==> src/rtl/fifo_unpacker.sv <==
// Unpacks FIFO words into narrow beats; first beat the cycle after yumi_o, 1 beat/cycle.
// ready_i=0 holds the beat and counter; UNPACK_MSB_FIRST_EN selects MSB-first beat order.
module fifo_unpacker #(
    parameter int width_p  = 32,
    parameter int narrow_p = 8
) (
    input  logic                clk_i,
    input  logic                reset_n_i,
    input  logic                valid_i,
    input  logic [width_p-1:0]  data_i,
    output logic                yumi_o,
    input  logic                ready_i,
    output logic                valid_o,
    output logic [narrow_p-1:0] data_o,
    output logic                last_o
);
    localparam int ratio_lp = width_p / narrow_p;
    localparam int cnt_w_lp = (ratio_lp > 1) ? $clog2(ratio_lp) : 1;
    localparam logic [cnt_w_lp-1:0] cnt_max_lp = cnt_w_lp'(ratio_lp - 1);

    typedef enum logic {EMPTY, BUSY} state_e;

    state_e                state_r, state_n;
    logic [cnt_w_lp-1:0]   cnt_r, cnt_n;
    logic [width_p-1:0]    word_r, word_n;
    logic [cnt_w_lp-1:0]   beat_idx;
    logic                  busy, last, fire, take;

    assign busy = (state_r == BUSY);
    assign last = busy && (cnt_r == cnt_max_lp);
    assign fire = busy && ready_i;
    // Fetch when idle, or in the same cycle the final beat leaves, so words abut.
    assign take = valid_i && (!busy || (fire && last));

    always_comb begin
        state_n = state_r;
        cnt_n   = cnt_r;
        word_n  = word_r;
        if (take) begin
            word_n  = data_i;
            cnt_n   = '0;
            state_n = BUSY;
        end else if (fire) begin
            if (last) begin
                state_n = EMPTY;
            end else begin
                cnt_n = cnt_r + 1'b1;
            end
        end
    end

    always_ff @(posedge clk_i) begin
        if (!reset_n_i) begin
            state_r <= EMPTY;
            cnt_r   <= '0;
            word_r  <= '0;
        end else begin
            state_r <= state_n;
            cnt_r   <= cnt_n;
            word_r  <= word_n;
        end
    end

`ifdef UNPACK_MSB_FIRST_EN
    assign beat_idx = cnt_max_lp - cnt_r;
`else
    assign beat_idx = cnt_r;
`endif

    assign data_o  = word_r[beat_idx*narrow_p +: narrow_p];
    assign yumi_o  = reset_n_i & take;
    assign valid_o = reset_n_i & busy;
    assign last_o  = reset_n_i & last;
endmodule

==> config.mk <==
export PLATFORM = sky130hd
export DESIGN_NAME = fifo_unpacker
export DESIGN_NICKNAME = d
export VERILOG_FILES = /design/src/rtl/fifo_unpacker.sv
export SDC_FILE = /design/constraint.sdc
export NUM_CORES = 1
export LEC_CHECK = 0
export ABC_AREA = 1
export CORE_MARGIN = 2
export CORE_UTILIZATION = 51
export DETAILED_ROUTE_END_ITERATION = 8
export GPL_TIMING_DRIVEN = 0
export HOLD_SLACK_MARGIN = 0.05
export PLACE_DENSITY_LB_ADDON = 0.1
export SLEW_MARGIN = 40
export SYNTH_ARGS = -nofsm -noshare
export SYNTH_HDL_FRONTEND = slang
export SYNTH_SLANG_ARGS = --single-unit
==> constraint.sdc <==
create_clock -name clk_i -period 3.5 [get_ports clk_i]
set_input_delay 0.875 -clock clk_i [delete_from_list [all_inputs] [get_ports clk_i]]
set_output_delay 0.875 -clock clk_i [all_outputs]
set_load 0.01 [all_outputs]
==> metrics.md <==
| Metric | Value |
|---|---|
| Gr busiest metal | met2 |
| Post-synth EDFFs | 0 |
| Status | finished, final reports clean |
| Placed cell area | ~2200 um2 |
| Clock latency on the worst-skew pair | around 0.35 ns |
| Setup CP Type | in -> out |
| Slowest cell delay on critical path | about 0.54 ns |
| Cell variety after synth | 17 |
| Lkg Pwr | roughly 0.99 nW |
| Routed Antenna Nets | 0 |
| Stages on the worst setup path | 7 |
| Top FF cell, synth | dfxtp_1 |
| Final TNS setup | 0 ns |
| CTS tree | yes |
| FMAX | between 200 and 300 MHz |
| Tcrit/Tclk final | 0.966 |
| Synth-to-Final Area Change | 34.9% |
| Final setup fails | 0 |
| Hold buffer count at CTS | 0 |
| Die W | ~61 um |
| Post-synth top area share | 0.423 |
| Crit end category | output pin |
| H-tree depth | 2 |
| Max_slew headroom | 0.686 |
| Global-route track usage on met1 | 0.340 |
| Clock Skew | 0.00566 ns |
| Max cap viols | 0 |
| Slowest CP cell | clkdlybuf4s50_1 |
| Worst hold path class | reg -> reg |
| Register bit total from synthesis | 35 |
| Most numerous cell in the Yosys netlist | nand2_1 |
| Hold Violations, Final | 0 |
| Worst setup startpoint | ready_i |
| Drt drc | 0 |
| # resized after CTS | 0 |
| Crit path launch type | input pin |
| Initial antenna violation count | 0 |
| Final Wtd Congestion | between 0.8 and 0.9 |
| CP required | 2.62 ns |
| Total Nets Final | around 320 |
| Die area | ~3700 um2 |
| Synth cell count leaders | nand2_1, dfxtp_1, nand4_1, nand3_1, nor2_1 |
| Cell Rows | 20 |
| Gr usage total | 0.254 |
| FF-to-FF path depth | 7 |
| Post-synth top area cell | dfxtp_1 |
| PD cells | roughly 390 nW/um2 |
| Part of the Yosys area used for sequential elements | 0.423 |
| Worst-path cell chain | clkdlybuf4s50_1, nand2_1, nand2_4, nand2_4, buf_6, nor2_1, clkdlybuf4s50_1 |
| R2R Path End | word_r[0]$_SDFFE_PN0P_ |
| M2 GR Usage | 0.379 |
| CP top delay family | buffers and inverters |
| YS warnings | 0 |
| Clock Sinks | 35 |
| Synth Area in Simple Gates | 0.393 |
| CP Max Fanout | 10 |
| Slew @ Worst Pin | around 0.47 ns |
| 1st-pass router iterations | 4 |
| IR drop worst, VDD | roughly 0.00022 V |
| Max Root-Sink Buffers | 2 |
| Layout cell share with drive strength beyond 1 | 0.115 |
| Antenna Cells | 0 |
| Cells after Synth | roughly 230 |
| Final WL | 4.27 mm |
| Placed insts | between 300 and 400 |
| XOR/XNOR share of the synthesized area | 0 |
| Vias in the first global route | between 1.5k and 2k |
| Critical Path End | yumi_o |
| Port-buffer cells | 44 |
| Worst r2r src | beat_idx[1]$_SDFFE_PP0P_ |
| CP bufs+invs | 3 |
| Synth top area cells | dfxtp_1, nand4_1, nand3_1 |
| FILL cells | roughly 260 |
| Worst EP arrival | ~2.5 ns |
| Main combinational cell family by area after synthesis | simple AND/OR/NAND/NOR gates |
| First-iteration detailed-routing DRC count | 160 |
| Compound-cell area share of the yosys netlist | 0.0808 |
| Clock transition at the registers of the reported paths | around 0.1 ns |
| Postcts setup bufs | 0 |
| Cell Area, Synth | 1660 um2 |
| Core area | 3080 um2 |
| First-pass GRT wire length | approximately 7 mm |
| Fin. max-slew vios | 0 |
| Root Buffer | clkbuf_4 |
| Syn_nets | ~260 |
| Mux cell area share after synthesis | 0 |
| Grt ovf | 0 |
| Reg-to-reg setup timing slack | 2.21 ns |
| Via count | 1705 |
| Unrepaired setup endpoints after global routing | no |
| Finished Cell Area | about 2200 um2 |
| Post-layout min period | roughly 3.4 ns |
| Final std cells w/o fill | 323 |
| Synth Area in Adders | 0.00755 |
| Initial Util | 0.539 |
| Syn avg cell area | 7.37 um2 |
| Routed wire per std cell | approximately 13 um |
| IO Pins | 47 |
| Met3 Usage GRT | 0.0987 |
| Largest net degree at the start of global routing | 11 |
| FFs w/ async S/R, synth | 0 |
| Placed wire-length estimate | 3.15 mm |
| Num CTS Buffers | 5 |
| Chip height | around 61 um |
| Vias/cell | ~5.3 |
==> registers in the layout, indices dropped and copies added (netlist names) <==
| signal | cells |
|---|---|
| word_r | 32 |
| beat_idx | 2 |
| busy | 1 |
==> metal layers <==
layer  part of all wire  vias up  routed length (um)
met5                  0        -                   0
met3              0.054        8                 231
met1               0.49      765                2080
li1                   -      884                   -
met4              0.018        0                  77
met2               0.44       48                1880
==> cells by family after synthesis <==
logic type,Yosys count
adder cells (fa/ha/maj),1
AO/OA/AOI/OAI,26
flip-flops,35
buffers and inverters,27
AND/OR/NAND/NOR,136
==> cells in the final DEF (no fill, tap or decap) <==
master and count:
nand3_1 33, buf_6 3, clkdlybuf4s50_1 44, inv_1 5, nand2_1 40, ha_1 1, clkbuf_8 2, nand2_4 2
inv_2 1, clkbuf_4 5, o21ai_0 23, a21oi_2 1, nand4_1 34, dfxtp_1 35, buf_2 10, o21ai_1 1
buf_4 8, a21oi_1 1, nor2_1 27, clkbuf_1 3
==> final cells by class <==
cell class	instances	area (um2)	share of cell area
Multi-Input combinational cell	163	798	0.357
Sequential cell	35	701	0.313
Buffer	21	136	0.0610
Clock buffer	8	68.8	0.0308
Timing Repair Buffer	46	455	0.204
Tap cell	44	55.1	0.0246
Inverter	6	22.5	0.0101
==> report_power, final <==
part           total, W  switching, W  leakage, nW  internal, W
clock          0.000254      0.000136       0.0386     0.000118
combinational  0.000172     0.0000828        0.660    0.0000896
sequential     0.000438     0.0000143        0.288     0.000424
total          0.000864      0.000233        0.987     0.000632
==> through the flow <==
| stage | total power (W) | hold WS [ns] | util | setup slack [ns] |
|---|---|---|---|---|
| 5_1_grt | 0.000906 | 0.483 | 0.727 | 0.0420 |
| 3_5_place_dp | 0.000616 | 0.453 | 0.700 | 0.0795 |
| 2_1_floorplan | 0.000533 | 0.440 | - | 1.19 |
| 6_report | 0.000864 | 0.466 | 0.727 | 0.120 |
| 4_1_cts | 0.000862 | 0.465 | 0.722 | 0.0740 |
| 3_3_place_gp | 0.000613 | 0.449 | 0.700 | 0.0825 |
==> tightest hold or removal path, cell delays in order (launching register included) <==
cell and delay [ns]:
dfxtp_1 0.32, nand3_1 0.07, nand2_1 0.04
==> worst min-delay path by stage <==
stage	from	endpoint	slack [ns]	depth (start not counted)
2_1_floorplan	word_r[11]$_SDFFE_PN0P_	word_r[11]$_SDFFE_PN0P_	0.44	2
3_3_place_gp	word_r[28]$_SDFFE_PN0P_	word_r[28]$_SDFFE_PN0P_	0.45	2
3_5_place_dp	word_r[28]$_SDFFE_PN0P_	word_r[28]$_SDFFE_PN0P_	0.45	2
4_1_cts	word_r[28]$_SDFFE_PN0P_	word_r[28]$_SDFFE_PN0P_	0.47	2
5_1_grt	word_r[0]$_SDFFE_PN0P_	word_r[0]$_SDFFE_PN0P_	0.48	2
6_report	word_r[8]$_SDFFE_PN0P_	word_r[8]$_SDFFE_PN0P_	0.47	2
Note: power is estimated with default switching activity, not from simulation.
==> variant 1, RTL diff (config.mk and constraints unchanged) <==
The parameter `narrow_p` goes from 8 to 16.
--- a/src/rtl/fifo_unpacker.sv
+++ b/src/rtl/fifo_unpacker.sv
@@ -2,7 +2,7 @@
 // ready_i=0 holds the beat and counter; UNPACK_MSB_FIRST_EN selects MSB-first beat order.
 module fifo_unpacker #(
     parameter int width_p  = 32,
-    parameter int narrow_p = 8
+    parameter int narrow_p = 16
 ) (
     input  logic                clk_i,
     input  logic                reset_n_i,
Interface: changed (resized data_o); port bits go from 47 to 55. No check against the original RTL was run, so the function may have changed too.
==> variant 1 against the original RTL <==
- global-route usage increased by 1.1 points
- sequential cell count fell by 1
- final area is 3.7% higher
- synthesized area decreased by 1.5%
- worst setup slack better by 0.030 ns
- non-clock buffer count is 4 higher
- wire length up 4.9%
- power is 16% higher
- die area fell by 1.4%
- critical path depth unchanged
- count of clock-buffer cells in the layout down 2
- fmax grew 0.90%
- cell count down 13%
- largest cell class unchanged
==> variant 1: results <==
group,metric,value,unit
drt,dr.pass1.iters,5,
grt,grt_pass1_vias,1506,
worst_setup_path,rrSetupSlack,2.34,ns
worst_hold_path,holdPathEnd,"word_r[2]",
pwr,swShare,24.28,%
grt,grtUsageTotal,26.52,%
synthesis,avgSynthCellArea,9.173,sq um
synthesis,synth_commonest_cells,"35 x nand2_1, 34 x dfxtp_1, 32 x nand4_1, 24 x nand3_1, 16 x mux2_2",
timing,hold_ws,0.4635,ns
worst_hold_path,min_from,"word_r[2]",
pwr,peakVddDrop,236.3,uV
drt,drt-initial-drc-count,68,
timing,slew_headroom,63.94,%
synthesis,ys_seq_area_share,41.69,%
drt,via_per_inst,5.624,
outcome,status,"finished, final reports clean",
grt,grt_max_degree,12,
placement,dp_hpwl,3237,um
synthesis,netlist_top_cells_area,"dfxtp_1 42%, nand4_1 12%, mux2_2 11%",
pwr,p_leak,1.004,nW
drt,drt-total-wl,4480,um
clock_network,cts_made_buffers,5,
final_layout,drive_above_1_share,21.01,%
placement,gp_congestion,0.8766,
timing,fin_worst_skew,0.01598,ns
placement,placed_area,2208,sq um
drt,wl_per_cell,15.89,um
worst_hold_path,hold_depth,2,
final_layout,num-nets-final,273,
synthesis,syn_nets,214,
worst_setup_path,worstReg2RegStart,"beat_idx",
worst_setup_path,r2r_end,"word_r[28]",
worst_hold_path,hold_path.class,"flip-flop to flip-flop",
worst_setup_path,critPathArrivalTime,2.47,ns
final_layout,diodes,0,
grt,grt_pass1_wl,7072,um
-- variant 1: cell count changes after synthesis, moves of 5 or more --
cell / delta
mux2_2: +16
buf_2: -6
nor2_1: -24
nand2_1: -5
o21ai_0: -23
nand3_1: -9
nand3_2: +8
-- variant 1: power by group through the flow --
stage / Combinational, mW / Sequential [mW] / Clock, mW
5_1_grt: 0.210 / 0.433 / 0.401
4_1_cts: 0.197 / 0.430 / 0.378
3_3_place_gp: 0.190 / 0.436 / 0
2_1_floorplan: 0.107 / 0.433 / 0
3_5_place_dp: 0.196 / 0.438 / 0
6_report: 0.197 / 0.430 / 0.379
-- variant 1: kinds of logic after synthesis --
group	share of synthesized area (%)
flip-flops	41.69
AND/OR/NAND/NOR	36.40
buffers and inverters	9.579
AO/OA/AOI/OAI	1.303
multiplexers	11.03
-- variant 1: how the worst max path moves through the flow --
stage,start,to,slack [ns],cells past startpoint
after floorplan,ready_i,yumi_o,1.23,5
after global placement,ready_i,yumi_o,0.18,7
after detailed placement,ready_i,yumi_o,0.15,7
after CTS,ready_i,yumi_o,0.14,7
after global routing,ready_i,yumi_o,0.08,7
final,ready_i,yumi_o,0.15,7
-- variant 1: through the flow --
step	setup slack (ns)	util [%]
after CTS	0.1390	75.98
after floorplan	1.230	-
after detailed placement	0.1463	72.34
final	0.1506	75.98
after global placement	0.1794	72.34
after global routing	0.08277	75.98
-- variant 1: metal layers --
metal	vias to the layer above	track usage, %	share of wire, %
met2	63	47.16	53
li1	753	-	-
met5	-	0	0
met3	7	6.823	6.3
met4	0	7.453	1.1
met1	763	31.50	39
-- variant 1: worst reg2reg max path: stages, from the launching register on --
cell and delay, ns:
dfxtp_1 0.34, buf_6 0.17, nand2_4 0.08, nand2_8 0.10
nand2_8 0.09, buf_6 0.15, nand3_1 0.07, nand2_1 0.06
-- variant 1: area by class of cell --
| class | instances | share of cell area [%] |
|---|---|---|
| Buffer | 19 | 6.419 |
| Clock buffer | 6 | 2.211 |
| Clock inverter | 2 | 2.589 |
| Inverter | 2 | 0.3236 |
| Multi-Input combinational cell | 123 | 34.30 |
| Sequential cell | 34 | 29.34 |
| Tap cell | 44 | 2.373 |
| Timing Repair Buffer | 52 | 22.44 |
==> variant 2, RTL diff (config.mk and constraints unchanged) <==
Made on the original files. Make the reset (`reset_n_i`) asynchronous in one clocked block.
--- a/src/rtl/fifo_unpacker.sv
+++ b/src/rtl/fifo_unpacker.sv
@@ -49,7 +49,7 @@
         end
     end
 
-    always_ff @(posedge clk_i) begin
+    always_ff @(posedge clk_i or negedge reset_n_i) begin
         if (!reset_n_i) begin
             state_r <= EMPTY;
             cnt_r   <= '0;
Function: differs if reset_n_i is asserted again (counterexample within 4 cycles, from zero or initial values and one cycle with reset_n_i low); with reset_n_i held inactive, the same outputs for 10 cycles.
==> variant 2 against the original RTL <==
- non-clock buffer count decreased by 7
- final area increased by 6.7%
- wire length decreased by 1.7%
- core utilization decreased by 1.1 points
- critical path type unchanged
- synthesized area increased by 6.8%
- highest routed layer unchanged
- sequential cell count unchanged
- first-iteration DRC count decreased by 46%
- worst setup slack improved by 0.052 ns
- register-to-register slack improved by 0.02 ns
Power is not compared: it rests on default switching activity, and its combinational part moved more than twofold at a synthesized area within 25%.
==> variant 2: results <==
group,metric,value,unit
clock_network,cts_setup_buffers,0,
synthesis,avgSynthCellArea,7.939,sq um
grt,grtUsageTotal,23.87,%
final_layout,largest_reg_flops,32,
worst_setup_path,r2r_end,"word_r[13]",
worst_setup_path,cp_slowest_cell,"clkdlybuf4s50_1",
outcome,status,"finished, final reports clean",
drt,dr.pass1.iters,4,
placement,port_buffers,45,
clock_network,cts_resized,0,
grt,grt_pass1_vias,1592,
final_layout,drive_above_1_share,10.83,%
worst_hold_path,hold_path.class,"input pin to asynchronous set/reset pin",
grt,antenna_found_initial,0,
final_layout,num-nets-final,313,
synthesis,async_flop_share,100.0,%
synthesis,ys_seq_area_share,49.47,%
pwr,p_leak,1.222,nW
synthesis,ys_warn_count,0,
synthesis,synth_edf_count,0,
worst_setup_path,worstReg2RegStart,"beat_idx[0]",
clock_network,clk_latency,0.36,ns
worst_setup_path,critPathArrivalTime,2.45,ns
timing,fin_worst_skew,0.01165,ns
placement,placed_area,2301,sq um
grt,grt_max_degree,24,
drt,drt-total-wl,4198,um
synthesis,synth_cell_types,18,
worst_setup_path,cp_top_family,"buffers and inverters",
synthesis,synth_commonest_cells,"87 x nand2_1, 35 x dfrtp_1, 33 x nand3_1, 21 x nor2_1, 11 x inv_1",
final_layout,fill_cells,291,
placement,gp_congestion,0.7928,
placement,dp_hpwl,3033,um
grt,grt_pass1_wl,7251,um
timing,worst_slew_pin_slew,0.3696,ns
synthesis,syn_nets,260,
synthesis,synthFlopType,"dfrtp_1",
drt,drt-initial-drc-count,87,
synthesis,netlist_top_cells_area,"dfrtp_1 49%, nand2_1 18%, nand3_1 9.3%",
drt,via_per_inst,4.957,
worst_setup_path,rrSetupSlack,2.23,ns
[variant 2: cell types whose count changed in the layout (fill, tap and decap cells not counted), sizes merged, moves of 7 or more]
cell	unedited run	this run
nand4	34	0
nand2	42	89
dfrtp	0	35
inv	6	13
o21ai	24	8
o211ai	0	8
dfxtp	35	0
[variant 2: kinds of logic after synthesis]
| kind of cell | after synthesis | share of synthesized area (%) |
|---|---|---|
| compound gates | 16 | 5.936 |
| fa+ha+maj | 1 | 0.7066 |
| buf+inv | 27 | 9.541 |
| flops | 35 | 49.47 |
| simple gates | 144 | 34.35 |
[variant 2: where the power goes]
part	switching, mW	total [mW]	leakage, nW	internal [mW]
registers	0.112	0.707	0.432	0.596
clock network	0.145	0.313	0.0482	0.169
logic	0.571	1.06	0.742	0.486
[variant 2: final cells by class]
cell class,count,share of cell area (%)
sequential,35,36.69
clock buffer,6,2.149
tap,46,2.411
clock inverter,2,1.468
timing repair buffer,46,19.81
multi-input combinational,161,30.40
buffer,14,4.927
inverter,13,2.149
[variant 2: per-stage QoR]
step / util (%) / setup WS, ns / hold WS (ns)
finish: 71.54 / 0.1727 / 0.4171
global route: 71.54 / 0.07769 / 0.4331
CTS: 71.54 / 0.1524 / 0.4217
detailed placement: 68.95 / 0.1880 / 0.4538
global placement: 68.28 / -0.7644 / 0.4513
floorplan: - / 1.244 / 0.4366
[variant 2: routing by layer]
layer | vias up | share of wire [%] | track usage (%)
li1 | 816 | - | -
met1 | 744 | 47 | 30.71
met2 | 34 | 47 | 38.70
met3 | 7 | 3.8 | 4.865
met4 | 0 | 1.8 | 10.83
met5 | - | 0 | 0
[variant 2: worst max-delay path by stage]
stage / end / startpoint / slack [ns] / cells past startpoint
after detailed placement: yumi_o / ready_i / 0.19 / 7
after CTS: yumi_o / ready_i / 0.15 / 7
after global routing: yumi_o / ready_i / 0.08 / 7
after floorplan: yumi_o / ready_i / 1.24 / 5
final: yumi_o / ready_i / 0.17 / 7
after global placement: last_o / reset_n_i / -0.76 / 4
